`config.mk`:
```
export PLATFORM = sky130hd
export DESIGN_NAME = craft_mc_ctrl_flat
export DESIGN_NICKNAME = d
export VERILOG_FILES = /design/src/rtl/craft_mc_if.sv /design/src/rtl/craft_mc_ctrl.sv /design/src/flat_wrapper.sv
export SDC_FILE = /design/constraint.sdc
export NUM_CORES = 1
export LEC_CHECK = 0
export BUFFER_PORTS_ARGS = -buffer_cell sky130_fd_sc_hd__buf_2
export CAP_MARGIN = 5
export CORE_AREA = 2 2 39 41
export CTS_CLUSTER_DIAMETER = 60
export CTS_CLUSTER_SIZE = 20
export DETAILED_ROUTE_END_ITERATION = 16
export DIE_AREA = 0 0 41 43
export GPL_TIMING_DRIVEN = 0
export PLACE_DENSITY_LB_ADDON = 0.25
export SYNTH_ARGS = -nofsm -noshare
export SYNTH_HDL_FRONTEND = slang
export SYNTH_SLANG_ARGS = --single-unit
```
`constraint.sdc`:
```
create_clock -name clk -period 1.6 [get_ports clk]
set_input_delay 0.32 -clock clk [delete_from_list [all_inputs] [get_ports clk]]
set_output_delay 0.32 -clock clk [all_outputs]
set_load 0.02 [all_outputs]
```
`src/rtl/craft_mc_if.sv`:
```
// Handshake bundle between the CRAFT MixColumns sequencer and its stream
// neighbours. The upstream side offers nibbles (s_valid/s_ready). The
// downstream side takes results (m_valid/m_ready) and gets m_last on the
// final nibble of a block.
interface craft_mc_if;
    logic s_valid;
    logic s_ready;
    logic m_valid;
    logic m_ready;
    logic m_last;

    // Environment side: offers input nibbles and accepts output nibbles
    modport master (
        output s_valid,
        output m_ready,
        input  s_ready,
        input  m_valid,
        input  m_last
    );

    // Sequencer side: answers the input handshake and qualifies the output
    modport slave (
        input  s_valid,
        input  m_ready,
        output s_ready,
        output m_valid,
        output m_last
    );
endinterface

```
`src/rtl/craft_mc_ctrl.sv`:
```
// Sequencer for the nibble-serial CRAFT MixColumns datapath.
// Each column is shifted in over 4 accepted nibbles, mixed in one COMP cycle,
// and shifted out while the next column shifts in. After the last column a
// FLUSH phase drains the final four results. cm0/cm1/s_ready/m_valid are
// combinational so the datapath acts on them in the same cycle.
module craft_mc_ctrl #(
    parameter int NUM_COLS = 4,
    parameter int CNT_W    = 3
) (
    input  logic      clk,
    input  logic      rst_n,
    input  logic      start,
    craft_mc_if.slave bus,
    output logic      cm0,
    output logic      cm1,
    output logic      busy,
    output logic      done
);
    typedef enum logic [1:0] {
        IDLE  = 2'd0,
        LOAD  = 2'd1,
        COMP  = 2'd2,
        FLUSH = 2'd3
    } state_t;

    localparam logic [CNT_W-1:0] LAST_COL = CNT_W'(NUM_COLS - 1);

    state_t           state_reg, state_next;
    logic [1:0]       nib_reg, nib_next;
    logic [CNT_W-1:0] col_reg, col_next;
    logic             done_reg, done_next;

    logic drain;
    logic fire;
    logic shift;
    logic comp;
    logic s_ready_c;
    logic m_valid_c;
    logic m_last_c;

    // busy still covers the done cycle, so a start on that cycle is ignored
    assign busy = (state_reg != IDLE) || done_reg;
    assign done = done_reg;

    // cm0=1,cm1=0 cannot occur: cm0 is only ever the shift request
    assign cm0 = shift;
    assign cm1 = shift | comp;

    assign bus.s_ready = s_ready_c;
    assign bus.m_valid = m_valid_c;
    assign bus.m_last  = m_last_c;

    // Next-state, counters and combinational handshake/datapath controls
    always_comb begin
        state_next = state_reg;
        nib_next   = nib_reg;
        col_next   = col_reg;
        done_next  = 1'b0;
        drain      = 1'b0;
        fire       = 1'b0;
        shift      = 1'b0;
        comp       = 1'b0;
        s_ready_c  = 1'b0;
        m_valid_c  = 1'b0;
        m_last_c   = 1'b0;

        unique case (state_reg)
            IDLE: begin
                if (start && !busy) begin
                    state_next = LOAD;
                    nib_next   = 2'd0;
                    col_next   = '0;
                end
            end

            LOAD: begin
                // From the second column on, r3 holds a finished result, so an
                // input shift is only allowed when downstream takes that result.
                drain     = (col_reg != '0);
                fire      = bus.s_valid && (bus.m_ready || !drain);
                s_ready_c = !drain || bus.m_ready;
                m_valid_c = drain && bus.s_valid;
                shift     = fire;
                if (fire) begin
                    nib_next = nib_reg + 2'd1;
                    if (nib_reg == 2'd3) begin
                        state_next = COMP;
                    end
                end
            end

            COMP: begin
                // One unconditional mixing cycle; nothing moves on either port
                comp     = 1'b1;
                nib_next = 2'd0;
                if (col_reg == LAST_COL) begin
                    state_next = FLUSH;
                end else begin
                    col_next   = col_reg + CNT_W'(1);
                    state_next = LOAD;
                end
            end

            FLUSH: begin
                m_valid_c = 1'b1;
                m_last_c  = (nib_reg == 2'd3);
                shift     = bus.m_ready;
                if (bus.m_ready) begin
                    nib_next = nib_reg + 2'd1;
                    if (nib_reg == 2'd3) begin
                        state_next = IDLE;
                        nib_next   = 2'd0;
                        col_next   = '0;
                        done_next  = 1'b1;
                    end
                end
            end

            default: begin
                state_next = IDLE;
            end
        endcase
    end

    // State and counter registers; reset abandons any partial block
    always_ff @(posedge clk or negedge rst_n) begin
        if (!rst_n) begin
            state_reg <= IDLE;
            nib_reg   <= 2'd0;
            col_reg   <= '0;
            done_reg  <= 1'b0;
        end else begin
            state_reg <= state_next;
            nib_reg   <= nib_next;
            col_reg   <= col_next;
            done_reg  <= done_next;
        end
    end
endmodule
```
`src/flat_wrapper.sv`:
```
// flat-port wrapper written by rule: the top's interface ports become plain ports
module craft_mc_ctrl_flat 
#(
    parameter int NUM_COLS = 4,
    parameter int CNT_W    = 3
)
  (clk, rst_n, start, cm0, cm1, busy, done, bus_s_valid, bus_m_ready, bus_s_ready, bus_m_valid, bus_m_last);
  craft_mc_if bus_i ();
  input  logic clk;
  input  logic rst_n;
  input  logic start;
  output logic cm0;
  output logic cm1;
  output logic busy;
  output logic done;
  input wire logic [$bits(bus_i.s_valid)-1:0] bus_s_valid;
  input wire logic [$bits(bus_i.m_ready)-1:0] bus_m_ready;
  output wire logic [$bits(bus_i.s_ready)-1:0] bus_s_ready;
  output wire logic [$bits(bus_i.m_valid)-1:0] bus_m_valid;
  output wire logic [$bits(bus_i.m_last)-1:0] bus_m_last;
  assign bus_i.s_valid = bus_s_valid;
  assign bus_i.m_ready = bus_m_ready;
  assign bus_s_ready = bus_i.s_ready;
  assign bus_m_valid = bus_i.m_valid;
  assign bus_m_last = bus_i.m_last;
  craft_mc_ctrl #(.NUM_COLS(NUM_COLS), .CNT_W(CNT_W)) u_core (.clk(clk), .rst_n(rst_n), .start(start), .bus(bus_i), .cm0(cm0), .cm1(cm1), .busy(busy), .done(done));
endmodule
```
Word-level counts from Yosys, hierarchy flattened --
Index checks and enable logic that the tools add are counted.
Word-level totals: logic and storage cells 57, input port bits 5, output and inout port bits 7, bits in registers 8
Operators by class: add/subtract/negate cells 2, equality and inequality tests 11, reduce and logical (&&, ||, !) cells 14, muxes and demuxes 25, bitwise gates (word level) 1
Operators by type and width (number):
- two-way mux 2 bit | 10
- case mux 2 bit (4 select lines) | 2
- two-way mux 3 bit | 4
- AND reduction 5 bit | 2
- case mux 3 bit (3 select lines) | 1
- != test 2 x 1 -> 1 bit, second input constant | 4
- == test 2 bit, second input constant | 3
- two-way mux 1 bit | 6
- nonzero test 3 bit | 2
- != test 2 bit, second input constant | 2
- case mux 1 bit (2 select lines) | 2
- adder 3 x 1 -> 3 bit, second input constant | 1
- == test 3 x 2 -> 1 bit, second input constant | 1
- logical AND 1 bit | 3
- AND reduction 3 bit | 1
- adder 2 x 1 -> 2 bit, second input constant | 1
- == test 2 x 1 -> 1 bit, second input constant | 1
- zero test 1 bit | 2
- zero test 2 bit | 1
- logical OR 1 bit | 2
- nonzero test 2 bit | 1
- bitwise OR 1 bit | 1

Depth between registers and ports, before layout --
Gate-level depths: netlist of run 1.
depth after elaboration 6, depth in mapped cells 6, mapped depth without buffers 6

Least setup slack after synthesis of run 1 --
No wires, ideal clock.
kind register to output, start register u_core.col_reg[0], end output port bus_s_ready, data required time 1280 ps, slack -27 ps, cell stages (with the launch flop) 6, data arrival time 1307 ps, buffers on the path 0, cells stage by stage dfrtp_1 -> inv_1 -> ha_1 -> nor2b_2 -> nor2_1 -> nor3_1
On the way: word-level cells in the longest chain between the ends 4
RTL lines:
- from (decl) | line craft_mc_ctrl.sv:30 | logic [CNT_W-1:0] col_reg, col_next;
- from (signal assigned) | line craft_mc_ctrl.sv:135 | col_reg <= col_next;
- nonzero test 3 bit | line craft_mc_ctrl.sv:79 | drain = (col_reg != '0);
- zero test 1 bit | line craft_mc_ctrl.sv:81 | s_ready_c = !drain || bus.m_ready;
- logical OR 1 bit | line craft_mc_ctrl.sv:81
- two-way mux 1 bit | line craft_mc_ctrl.sv:67 | unique case (state_reg)
- to (decl) | line flat_wrapper.sv:18 | output wire logic [$bits(bus_i.s_ready)-1:0] bus_s_ready;
Every way passes these cells.

Worst setup path after layout of run 1 --
start register u_core.col_reg[1], end output port cm1
On the way: word-level cells in the longest chain between the ends 6
RTL lines:
- nonzero test 3 bit | line craft_mc_ctrl.sv:79
- zero test 1 bit | line craft_mc_ctrl.sv:80 | fire = bus.s_valid && (bus.m_ready || !drain);
- logical OR 1 bit | line craft_mc_ctrl.sv:80
- logical AND 1 bit | line craft_mc_ctrl.sv:80
- case mux 1 bit (2 select lines) | line craft_mc_ctrl.sv:67
- bitwise OR 1 bit | line craft_mc_ctrl.sv:47 | assign cm1 = shift | comp;
- to (decl) | line flat_wrapper.sv:13 | output logic cm1;
Every way passes these cells.

==> reports/qor.csv, run 1 <==
metric,value,unit
post-synthesis cell area,593,sq um
WS Path Type,reg -> out,
# diodes,0,
Crit path depth,7,
Max-Cap Viols,0,
worst-case reg-to-reg path depth,7,
slew margin rel.,77.8,%
pwr/cell area,1810,nW/um^2
area taken by flip-flops and latches,200,sq um
status,"finished, violations left",
CP bufs+invs,2,
final core occ,68.4,%
vias post-DR,544,
grt total ovfl,0,
Worst-Margin Slew,0.331,ns
TritonCTS buffer count,3,
deepest clock path buffer count,2,
crit path launch type,register,
"Clk pin slew, worst setup/hold paths",0.06,ns
Fmax,0.566,GHz
share of cells above drive strength 1,69.3,%
first-pass GRT wire length,2420,um
Max VDD drop,915,uV
DR DRC count,0,
Starting Density,42.9,%
Period minus WS final,1.77,ns
Final Setup Violations,10,
H-tree levels,1,
crit path capture,cm1,
Post-Syn Instances,58,
post-synthesis sequential area ratio,33.8,%
die footprint,1760,sq um
global placer's final weighted congestion,0.840,
Arrival @ worst endpoint,1.45,ns
WL final,1540,um
CTS tree,done,
area delta synth->final,59.5,%
DRT Pass-1 Iters,3,
Clock Skew,0.00120,ns
Crit. Startpoint,u_core.col_reg[1],
Reg2Reg Setup Slack,-0.11,ns
# port buffers,11,
WP data required,1.28,ns
design area,946,sq um
final period utilization,110,%
Lkg Pwr,0.448,nW
Die Span X,41,um
# rows,14,
pre-CTS setup slack,-0.0844,ns
DPL Wire Length,871,um
root buffer cell,clkbuf_4,
r2r endpoint,u_core.col_reg[0],
vias in the first global route,571,
clock tree sinks,8,
#FFs+latches synth,8,
area of the multi-input gates,450,sq um
Die H,43,um
most frequent cells in the layout,"buf_4, dfrtp_1, buf_6",
largest net degree at the start of global routing,9,
# fillers,108,
Synth cell types,27,
total chip power,1.72,mW
core area,1380,sq um
max reg flops,3,
Avg Vias per Cell,5.23,
"most common cell after layout, fill and taps aside",buf_4,
yosys warns,0,
Crit path top cell by count,nand2b_4,
unrepaired setup endpoints after global routing,true,
I/O pins,12,
clock latency on the worst-skew pair,0.26,ns
Top Family by Delay on Critical Path,flip-flops,
syn nets,67,
placed standard-cell area,673,sq um
critical register-to-register path startpoint,u_core.col_reg[0],
Fin. Hold Viols,0,
Worst setup EP type,output port,
Mean Syn Cell Area,10.2,sq um
"Max FO, Critical Path",2,
Tot GR Track Use,22.0,%
fin. max-slew vios,0,
Min-Delay Path Class,in -> async,
initial antenna violation count,0,
final net count,99,
DR WL/cell,14.8,um
failing checks,negative setup slack,
Worst path max stage delay,0.38,ns
fin worst setup slack,-0.166,ns
"antenna viol nets, final",0,
DRT iter0 DRCs,5,
"Cell Chain, Critical Path","inv_2, ha_4, nand2b_4, nor2_2, o221a_4, nand2b_4, buf_6",
"Slowest-stage cell, CP",dfrtp_1,
-- logic make-up after synthesis --
logic type	synth area share (%)
DFF	33.8
adders and majority gates	8.44
and+or+nand+nor	19.4
AOI/OAI and AO/OA	20.9
buffers and inverters	5.69
muxes	11.8
-- cells in the mapped netlist (all sizes together) --
cell type | count | area (sq um)
a211oi | 1 | 7.51
mux2i | 1 | 10.0
o221a | 1 | 11.3
nand3 | 2 | 10.0
o2111a | 1 | 11.3
inv | 5 | 18.8
dfrtp | 8 | 200
nand2b | 4 | 25.0
and2 | 1 | 7.51
o22ai | 1 | 6.26
o211a | 1 | 17.5
mux2 | 4 | 60.1
o211ai | 1 | 7.51
o2111ai | 1 | 26.3
nand2 | 4 | 20.0
buf | 2 | 15.0
or3 | 1 | 6.26
nor3 | 1 | 5.00
nor2 | 7 | 26.3
ha | 4 | 50.1
nor2b | 1 | 8.76
o21ai | 1 | 5.00
and3 | 1 | 6.26
a21oi | 4 | 31.3
-- stage by stage --
step / setup TNS, ns / hold WS (ns) / std cells
2_1_floorplan: 0 / 0.0244 / 58
5_1_grt: -1.38 / 0.446 / 104
4_1_cts: -0.576 / 0.425 / 102
3_5_place_dp: -0.170 / 0.178 / 85
3_3_place_gp: -0.209 / 0.174 / 85
6_report: -0.776 / 0.431 / 104
-- cell type report --
class	count	share of cell area [%]
multi-input combinational	43	47.6
timing repair buffer	27	22.4
sequential	8	21.2
clock buffer	3	2.38
buffer	2	2.38
tap	16	2.12
inverter	5	1.98
-- worst register-to-register path, cell delays in order, from the launching register on --
cell and delay [ns]:
dfrtp_1 0.39, buf_4 0.15, ha_1 0.19, ha_2 0.17
a21oi_2 0.13, nor2_2 0.07, a21oi_4 0.18, mux2_4 0.32
-- metal layers --
| layer | vias to the layer above | global-route usage, % | wire length (um) |
|---|---|---|---|
| met1 | 261 | 23.6 | 659 |
| met2 | 11 | 36.3 | 792 |
| met5 | - | 0 | 0 |
| li1 | 267 | - | - |
| met3 | 5 | 4.71 | 43 |
| met4 | 0 | 14.0 | 43 |
-- where the power goes --
group	internal [mW]	switching (mW)	leakage, nW
Combinational	0.668	0.569	0.334
Sequential	0.263	0.0525	0.101
Clock	0.0864	0.0770	0.0138
Total	1.02	0.699	0.448
-- repair_timing --
item	4_1_cts	5_1_grt
endpoints found under the hold margin	8	0
hold buffers	1	0
setup endpoints to repair	10	13
resized for setup	22	11
buffers inserted	13	2
pin swaps	8	6
-- how the worst min path moves through the flow --
stage / startpoint / endpoint / slack (ns) / cells past startpoint
final: rst_n / u_core.col_reg[0] / 0.43 / 2
after global routing: rst_n / u_core.col_reg[1] / 0.45 / 2
after CTS: rst_n / u_core.col_reg[0] / 0.43 / 2
after detailed placement: rst_n / u_core.col_reg[0] / 0.18 / 1
after global placement: rst_n / u_core.col_reg[0] / 0.17 / 1
after floorplan: rst_n / u_core.col_reg[0] / 0.02 / 0
(Power assumes the default switching activity.)
==> run 2, diff against run 1 <==
--- a/config.mk
+++ b/config.mk
@@ -5,7 +5,8 @@
 export SDC_FILE = /design/constraint.sdc
 export NUM_CORES = 1
 export LEC_CHECK = 0
-export BUFFER_PORTS_ARGS = -buffer_cell sky130_fd_sc_hd__buf_2
+export ABC_CLOCK_PERIOD_IN_PS = 1600
+export BUFFER_PORTS_ARGS = -buffer_cell sky130_fd_sc_hd__buf_4
 export CAP_MARGIN = 5
 export CORE_AREA = 2 2 39 41
 export CTS_CLUSTER_DIAMETER = 60
==> run 2 against run 1 <==
The run still ends with negative setup slack left; die area did not move; first-iteration DRC count rose by 40%; routed wire length rose by 12%; non-clock buffer count rose by 7; sequential share of layout area fell by 1.0 points; critical endpoint unchanged; via count rose by 9.7%; worst hold slack got worse by 0.059 ns; critical path depth did not move.
==> reports/qor.csv, run 2 (same netlist as run 1, synthesis figures left out) <==
metric,value,unit,change
H-tree levels,1,,unchanged
Clock Skew,0.00308,ns,+0.00188 ns
final net count,106,,+7.1%
final period utilization,114,%,+4.1 points
"most common cell after layout, fill and taps aside",buf_4,,
DR WL/cell,15.6,um,+5.4%
"antenna viol nets, final",0,,unchanged
Period minus WS final,1.83,ns,+0.0654 ns
internal power,1.04,mW,+2.7%
Sw Share,40.1,%,-0.56 points
failing checks,negative setup slack,,
combinational power share,73.2,%,+1.1 points
Final Setup Violations,10,,unchanged
"Max FO, Critical Path",2,,unchanged
share of cells above drive strength 1,68.4,%,-0.90 points
placed standard-cell area,701,sq um,+4.1%
Starting Density,42.9,%,unchanged
Fin. Hold Viols,0,,unchanged
Lkg Pwr,0.474,nW,+5.8%
status,"finished, violations left",,
pre-CTS setup slack,-0.0863,ns,-0.00185 ns
vias post-DR,597,,+9.7%
root buffer cell,clkbuf_4,,
crit path launch type,register,,
# port buffers,11,,unchanged
DR DRC count,0,,unchanged
initial antenna violation count,0,,unchanged
Worst setup EP type,output port,,
Tot GR Track Use,21.0,%,-0.97 points
area delta synth->final,67.5,%,
DRT Pass-1 Iters,4,,+1
clock tree sinks,8,,unchanged
Die Span X,41,um,unchanged
Max-Cap Viols,0,,unchanged
"Clk pin slew, worst setup/hold paths",0.06,ns,about the same
switching power,701,uW,+0.30%
Max VDD drop,828,uV,-9.4%
global placer's final weighted congestion,0.800,,-4.8%
CTS tree,done,,
pwr/cell area,1760,nW/um^2,-3.2%
deepest clock path buffer count,2,,unchanged
WS Path Type,reg -> out,,
Min-Delay Path Class,in -> reg,,
Arrival @ worst endpoint,1.51,ns,+0.06 ns
most frequent cells in the layout,"buf_4, buf_6, dfrtp_1",,
Worst-Margin Slew,0.315,ns,-0.0163 ns
slew margin rel.,79.0,%,+1.2 points
# rows,14,,unchanged
# fillers,100,,-7.4%
largest net degree at the start of global routing,9,,unchanged
Fmax,0.546,GHz,-3.6%
TritonCTS buffer count,3,,unchanged
sequential share of power,17.8,%,-0.6 points
die footprint,1760,sq um,unchanged
clock group share of total power,9.0,%,-0.5 points
unrepaired setup endpoints after global routing,true,,
I/O pins,12,,unchanged
fin worst setup slack,-0.232,ns,-0.0654 ns
max reg flops,3,,unchanged
Die H,43,um,unchanged
WL final,1730,um,+12%
grt total ovfl,0,,unchanged
DRT iter0 DRCs,7,,+2
clock latency on the worst-skew pair,0.25,ns,about the same
core area,1380,sq um,unchanged
setup TNS,-1.16,ns,-0.382 ns
first-pass GRT wire length,2440,um,+0.58%
fin. max-slew vios,0,,unchanged
vias in the first global route,595,,+4.2%
DPL Wire Length,865,um,-0.69%
Avg Vias per Cell,5.38,,+2.8%
WP data required,1.28,ns,about the same
# diodes,0,,unchanged
design area,993,sq um,+5.0%
[run 2: through the flow]
stage               power (mW)  util, %  hold slack [ns]  std cells
floorplan                0.913        -           0.0244         58
global placement          1.12     50.6            0.145         85
detailed placement        1.13     50.6            0.146         85
CTS                       1.58     66.9            0.361        108
global route              1.87     71.8            0.373        111
finish                    1.75     71.8            0.372        111
[run 2: power by group through the flow]
stage | combinational [mW] | clock (mW) | sequential [mW]
floorplan | 0.610 | 0 | 0.303
global placement | 0.811 | 0 | 0.306
detailed placement | 0.822 | 0 | 0.308
CTS | 1.11 | 0.164 | 0.305
global route | 1.38 | 0.176 | 0.317
finish | 1.28 | 0.157 | 0.310
[run 2: worst paths after layout]
check	from	endpoint	slack (ns)	depth (start not counted)
worst min register to register	u_core.nib_reg[1]	u_core.nib_reg[1]	0.54	2
worst min-delay path	bus_m_ready	u_core.done	0.37	2
worst max register to register	u_core.col_reg[0]	u_core.col_reg[0]	-0.15	7
max in group asynchronous	rst_n	u_core.state_reg[1]	1.04	2
min in group asynchronous	rst_n	u_core.nib_reg[1]	0.42	2
worst max-delay path	u_core.col_reg[1]	cm1	-0.23	7
[run 2: final cells by class]
cell class | instances | area [sq um] | area share (%)
buffer | 2 | 22.5 | 2.27
clock buffer | 3 | 22.5 | 2.27
inverter | 5 | 18.8 | 1.89
multi-input combinational | 43 | 422 | 42.4
sequential | 8 | 200 | 20.2
tap | 16 | 20.0 | 2.02
timing repair buffer | 34 | 288 | 29.0
[run 2: timing repair]
item,CTS,global route
endpoints found under the hold margin,8,0
setup buffers,19,4
pin swaps,5,4
hold buffers,1,0
setup endpoints to repair,9,12
resized for setup,13,12
[run 2: metal layers]
layer / GRT usage, % / up-vias / share of wire, %
met5: 0 / - / 0
met4: 16.7 / 0 / 3.2
met3: 1.57 / 6 / 2.7
met2: 31.6 / 16 / 52
met1: 26.1 / 293 / 42
li1: - / 282 / -
[run 2: critical path, cell delays in order, from the launching register on]
cell and delay [ns]:
dfrtp_1 0.38, inv_2 0.07, ha_4 0.17, nand2b_4 0.06, nor2_2 0.04, o221a_2 0.26, nand2b_4 0.15, buf_6 0.13
==> run 3, diff against run 2 <==
--- a/config.mk
+++ b/config.mk
@@ -5,14 +5,14 @@
 export SDC_FILE = /design/constraint.sdc
 export NUM_CORES = 1
 export LEC_CHECK = 0
+export ABC_AREA = 1
 export ABC_CLOCK_PERIOD_IN_PS = 1600
 export BUFFER_PORTS_ARGS = -buffer_cell sky130_fd_sc_hd__buf_4
 export CAP_MARGIN = 5
-export CORE_AREA = 2 2 39 41
+export CORE_UTILIZATION = 46
 export CTS_CLUSTER_DIAMETER = 60
 export CTS_CLUSTER_SIZE = 20
 export DETAILED_ROUTE_END_ITERATION = 16
-export DIE_AREA = 0 0 41 43
 export GPL_TIMING_DRIVEN = 0
 export PLACE_DENSITY_LB_ADDON = 0.25
 export SYNTH_ARGS = -nofsm -noshare
==> run 3 against run 2 <==
The flow still finishes with violations (negative setup slack); first-iteration DRC count increased by 29%; final cell count grew 0.90%; via count down 8.4%; die area down 18%; register-to-register slack improved by 0.14 ns; sequential power barely moved; critical endpoint unchanged.
==> reports/qor.csv, run 3 <==
metric,value,unit,change
status,"finished, violations left",,
failing checks,negative setup slack,,
final period utilization,109,%,-5.8 points
most frequent cells in the layout,"nand2_1, buf_4, dfrtp_1",,
final core occ,70.2,%,-1.6 points
Final Setup Violations,4,,-6
CP bufs+invs,2,,unchanged
I/O pins,12,,unchanged
WL final,1340,um,-23%
pre-CTS setup slack,-0.0399,ns,+0.0464 ns
core area,1160,sq um,-16%
Starting Density,51.6,%,+8.8 points
fin. max-slew vios,0,,unchanged
Fmax,0.575,GHz,+5.3%
Top Family by Delay on Critical Path,simple AND/OR/NAND/NOR gates,,
Synth top cells by count,"nand2_1, dfrtp_1, inv_1, inv_2, nand3_1",,
critical register-to-register path startpoint,u_core.col_reg[0],,
Post-synth EDFFs,0,,unchanged
hold_ws,0.419,ns,+0.0469 ns
Mean Syn Cell Area,7.75,sq um,-24%
clock latency on the worst-skew pair,0.25,ns,about the same
TritonCTS buffer count,3,,unchanged
initial antenna violation count,0,,unchanged
DRT Pass-1 Iters,4,,unchanged
Tot GR Track Use,20.3,%,-0.76 points
slew margin rel.,86.1,%,+7.1 points
Non-Filler Instances,112,,+0.90%
Die Span X,38.0,um,-7.3%
root buffer cell,clkbuf_4,,
unrepaired setup endpoints after global routing,true,,
pwr/cell area,1830,nW/um^2,+4.2%
Synth cell types,21,,-22%
setup TNS,-0.297,ns,+0.861 ns
Avg Vias per Cell,4.88,,-9.2%
fin worst setup slack,-0.139,ns,+0.0926 ns
max reg flops,3,,unchanged
"Clk pin slew, worst setup/hold paths",0.06,ns,about the same
H-tree levels,1,,unchanged
design area,812,sq um,-18%
share of cells above drive strength 1,48.0,%,-20 points
dominant cells by area after synthesis,"dfrtp_1, nand2_1, ha_1",,
DRT iter0 DRCs,9,,+2
Min-Delay Path Class,in -> reg,,
WP data required,1.28,ns,about the same
vias post-DR,547,,-8.4%
clock tree sinks,8,,unchanged
hold_sp,bus_m_ready,,
placed cells,102,,+20%
Post-Syn Instances,77,,+33%
DPL Wire Length,888,um,+2.6%
largest net degree at the start of global routing,10,,+1
area delta synth->final,36.1,%,
global placer's final weighted congestion,0.867,,+8.4%
#FFs+latches synth,8,,unchanged
final net count,109,,+2.8%
Synth area leader,dfrtp_1,,
share of the synthesized area in the top cell type,33.5,%,-0.21 points
first-pass GRT wire length,1980,um,-19%
yosys warns,0,,unchanged
syn nets,86,,+28%
CTS tree,done,,
Reg2Reg Setup Slack,-0.01,ns,+0.14 ns
Lkg Pwr,0.434,nW,-8.4%
post-synthesis cell area,597,sq um,+0.63%
# diodes,0,,unchanged
Max-Cap Viols,0,,unchanged
Arrival @ worst endpoint,1.42,ns,-0.09 ns
WS Path Type,reg -> out,,
placed standard-cell area,699,sq um,-0.18%
"most common cell after layout, fill and taps aside",nand2_1,,
# port buffers,11,,unchanged
Fin. Hold Viols,0,,unchanged
deepest clock path buffer count,2,,unchanged
Period minus WS final,1.74,ns,-0.0926 ns
most frequent cell after synthesis,nand2_1,,
# rows,12,,-2
"FFs w/ async S/R, synth",100,%,unchanged
DR WL/cell,11.9,um,-24%
Clock Skew,0.00636,ns,+0.00328 ns
DR DRC count,0,,unchanged
total chip power,1.49,mW,-15%
crit path launch type,register,,
Worst path max stage delay,0.36,ns,-0.02 ns
Die H,38.0,um,-12%
grt total ovfl,0,,unchanged
main flop type after synthesis,dfrtp_1,,
vias in the first global route,483,,-19%
die footprint,1450,sq um,-18%
Worst-Margin Slew,0.209,ns,-0.106 ns
Max VDD drop,953,uV,+15%
"antenna viol nets, final",0,,unchanged
"Cell Chain, Critical Path","inv_1, ha_2, nand2_2, nand2_2, nand3_2, o21ai_2, or2_4, buf_6",,
Crit. Startpoint,u_core.col_reg[0],,
post-synthesis sequential area ratio,33.5,%,-0.21 points
Worst setup EP type,output port,,
"Max FO, Critical Path",2,,unchanged
Crit path top cell by count,nand2_2,,
"Slowest-stage cell, CP",dfrtp_1,,
-- run 3: report_power, final --
group | total, mW | internal, mW | switching, mW
combinational | 1.03 | 0.443 | 0.582
clock | 0.154 | 0.0858 | 0.0684
sequential | 0.308 | 0.262 | 0.0453
-- run 3: layout make-up --
class / count / area [sq um]
plain buffers: 1 / 11.3
flip-flops and latches: 8 / 200
multi-input cells: 55 / 355
repair buffers: 18 / 149
inverters: 13 / 56.3
well taps: 14 / 17.5
clock buffers: 3 / 22.5
fillers: 99 / 344
-- run 3: kinds of logic (layout without fill, tap and decap cells) --
kind of cell               count (synthesis)  after routing  synth area share [%]
and+or+nand+nor                           45             45                  37.7
DFF                                        8              8                  33.5
AOI/OAI and AO/OA                          6              6                  9.01
buffers and inverters                     14             35                  11.3
adders and majority gates                  4              4                  8.39
-- run 3: timing repair --
action                                 in CTS  in global routing
setup endpoints to repair                   2                  4
hold buffers                                1                  0
buffers inserted                            5                  1
gates cloned                                0                  0
endpoints found under the hold margin       8                  0
gates resized for setup                     9                  1
pin swaps                                   3                  1
-- run 3: worst reg2reg max path, delay by kind of cell (launching register included) --
family                   cells  cell delay [ns]
flip-flops                   1             0.39
adder cells (fa/ha/maj)      2             0.39
AND/OR/NAND/NOR              5             0.38
buffers and inverters        3             0.34
-- run 3: layer usage --
metal | vias to the layer above | share of wire [%] | GRT usage (%)
met5 | - | 0 | 0
met4 | 0 | 0.82 | 13.4
met3 | 2 | 1.9 | 1.74
met2 | 7 | 49 | 34.7
met1 | 251 | 48 | 23.8
li1 | 287 | - | -
-- run 3: final timing paths --
path | end | depth (start not counted)
setup / recovery | cm1 | 8
hold / removal | u_core.done | 3
setup reg to reg | u_core.col_reg[2] | 10
hold reg to reg | u_core.nib_reg[1] | 2
max in group asynchronous | u_core.col_reg[1] | 2
min in group asynchronous | u_core.state_reg[0] | 2
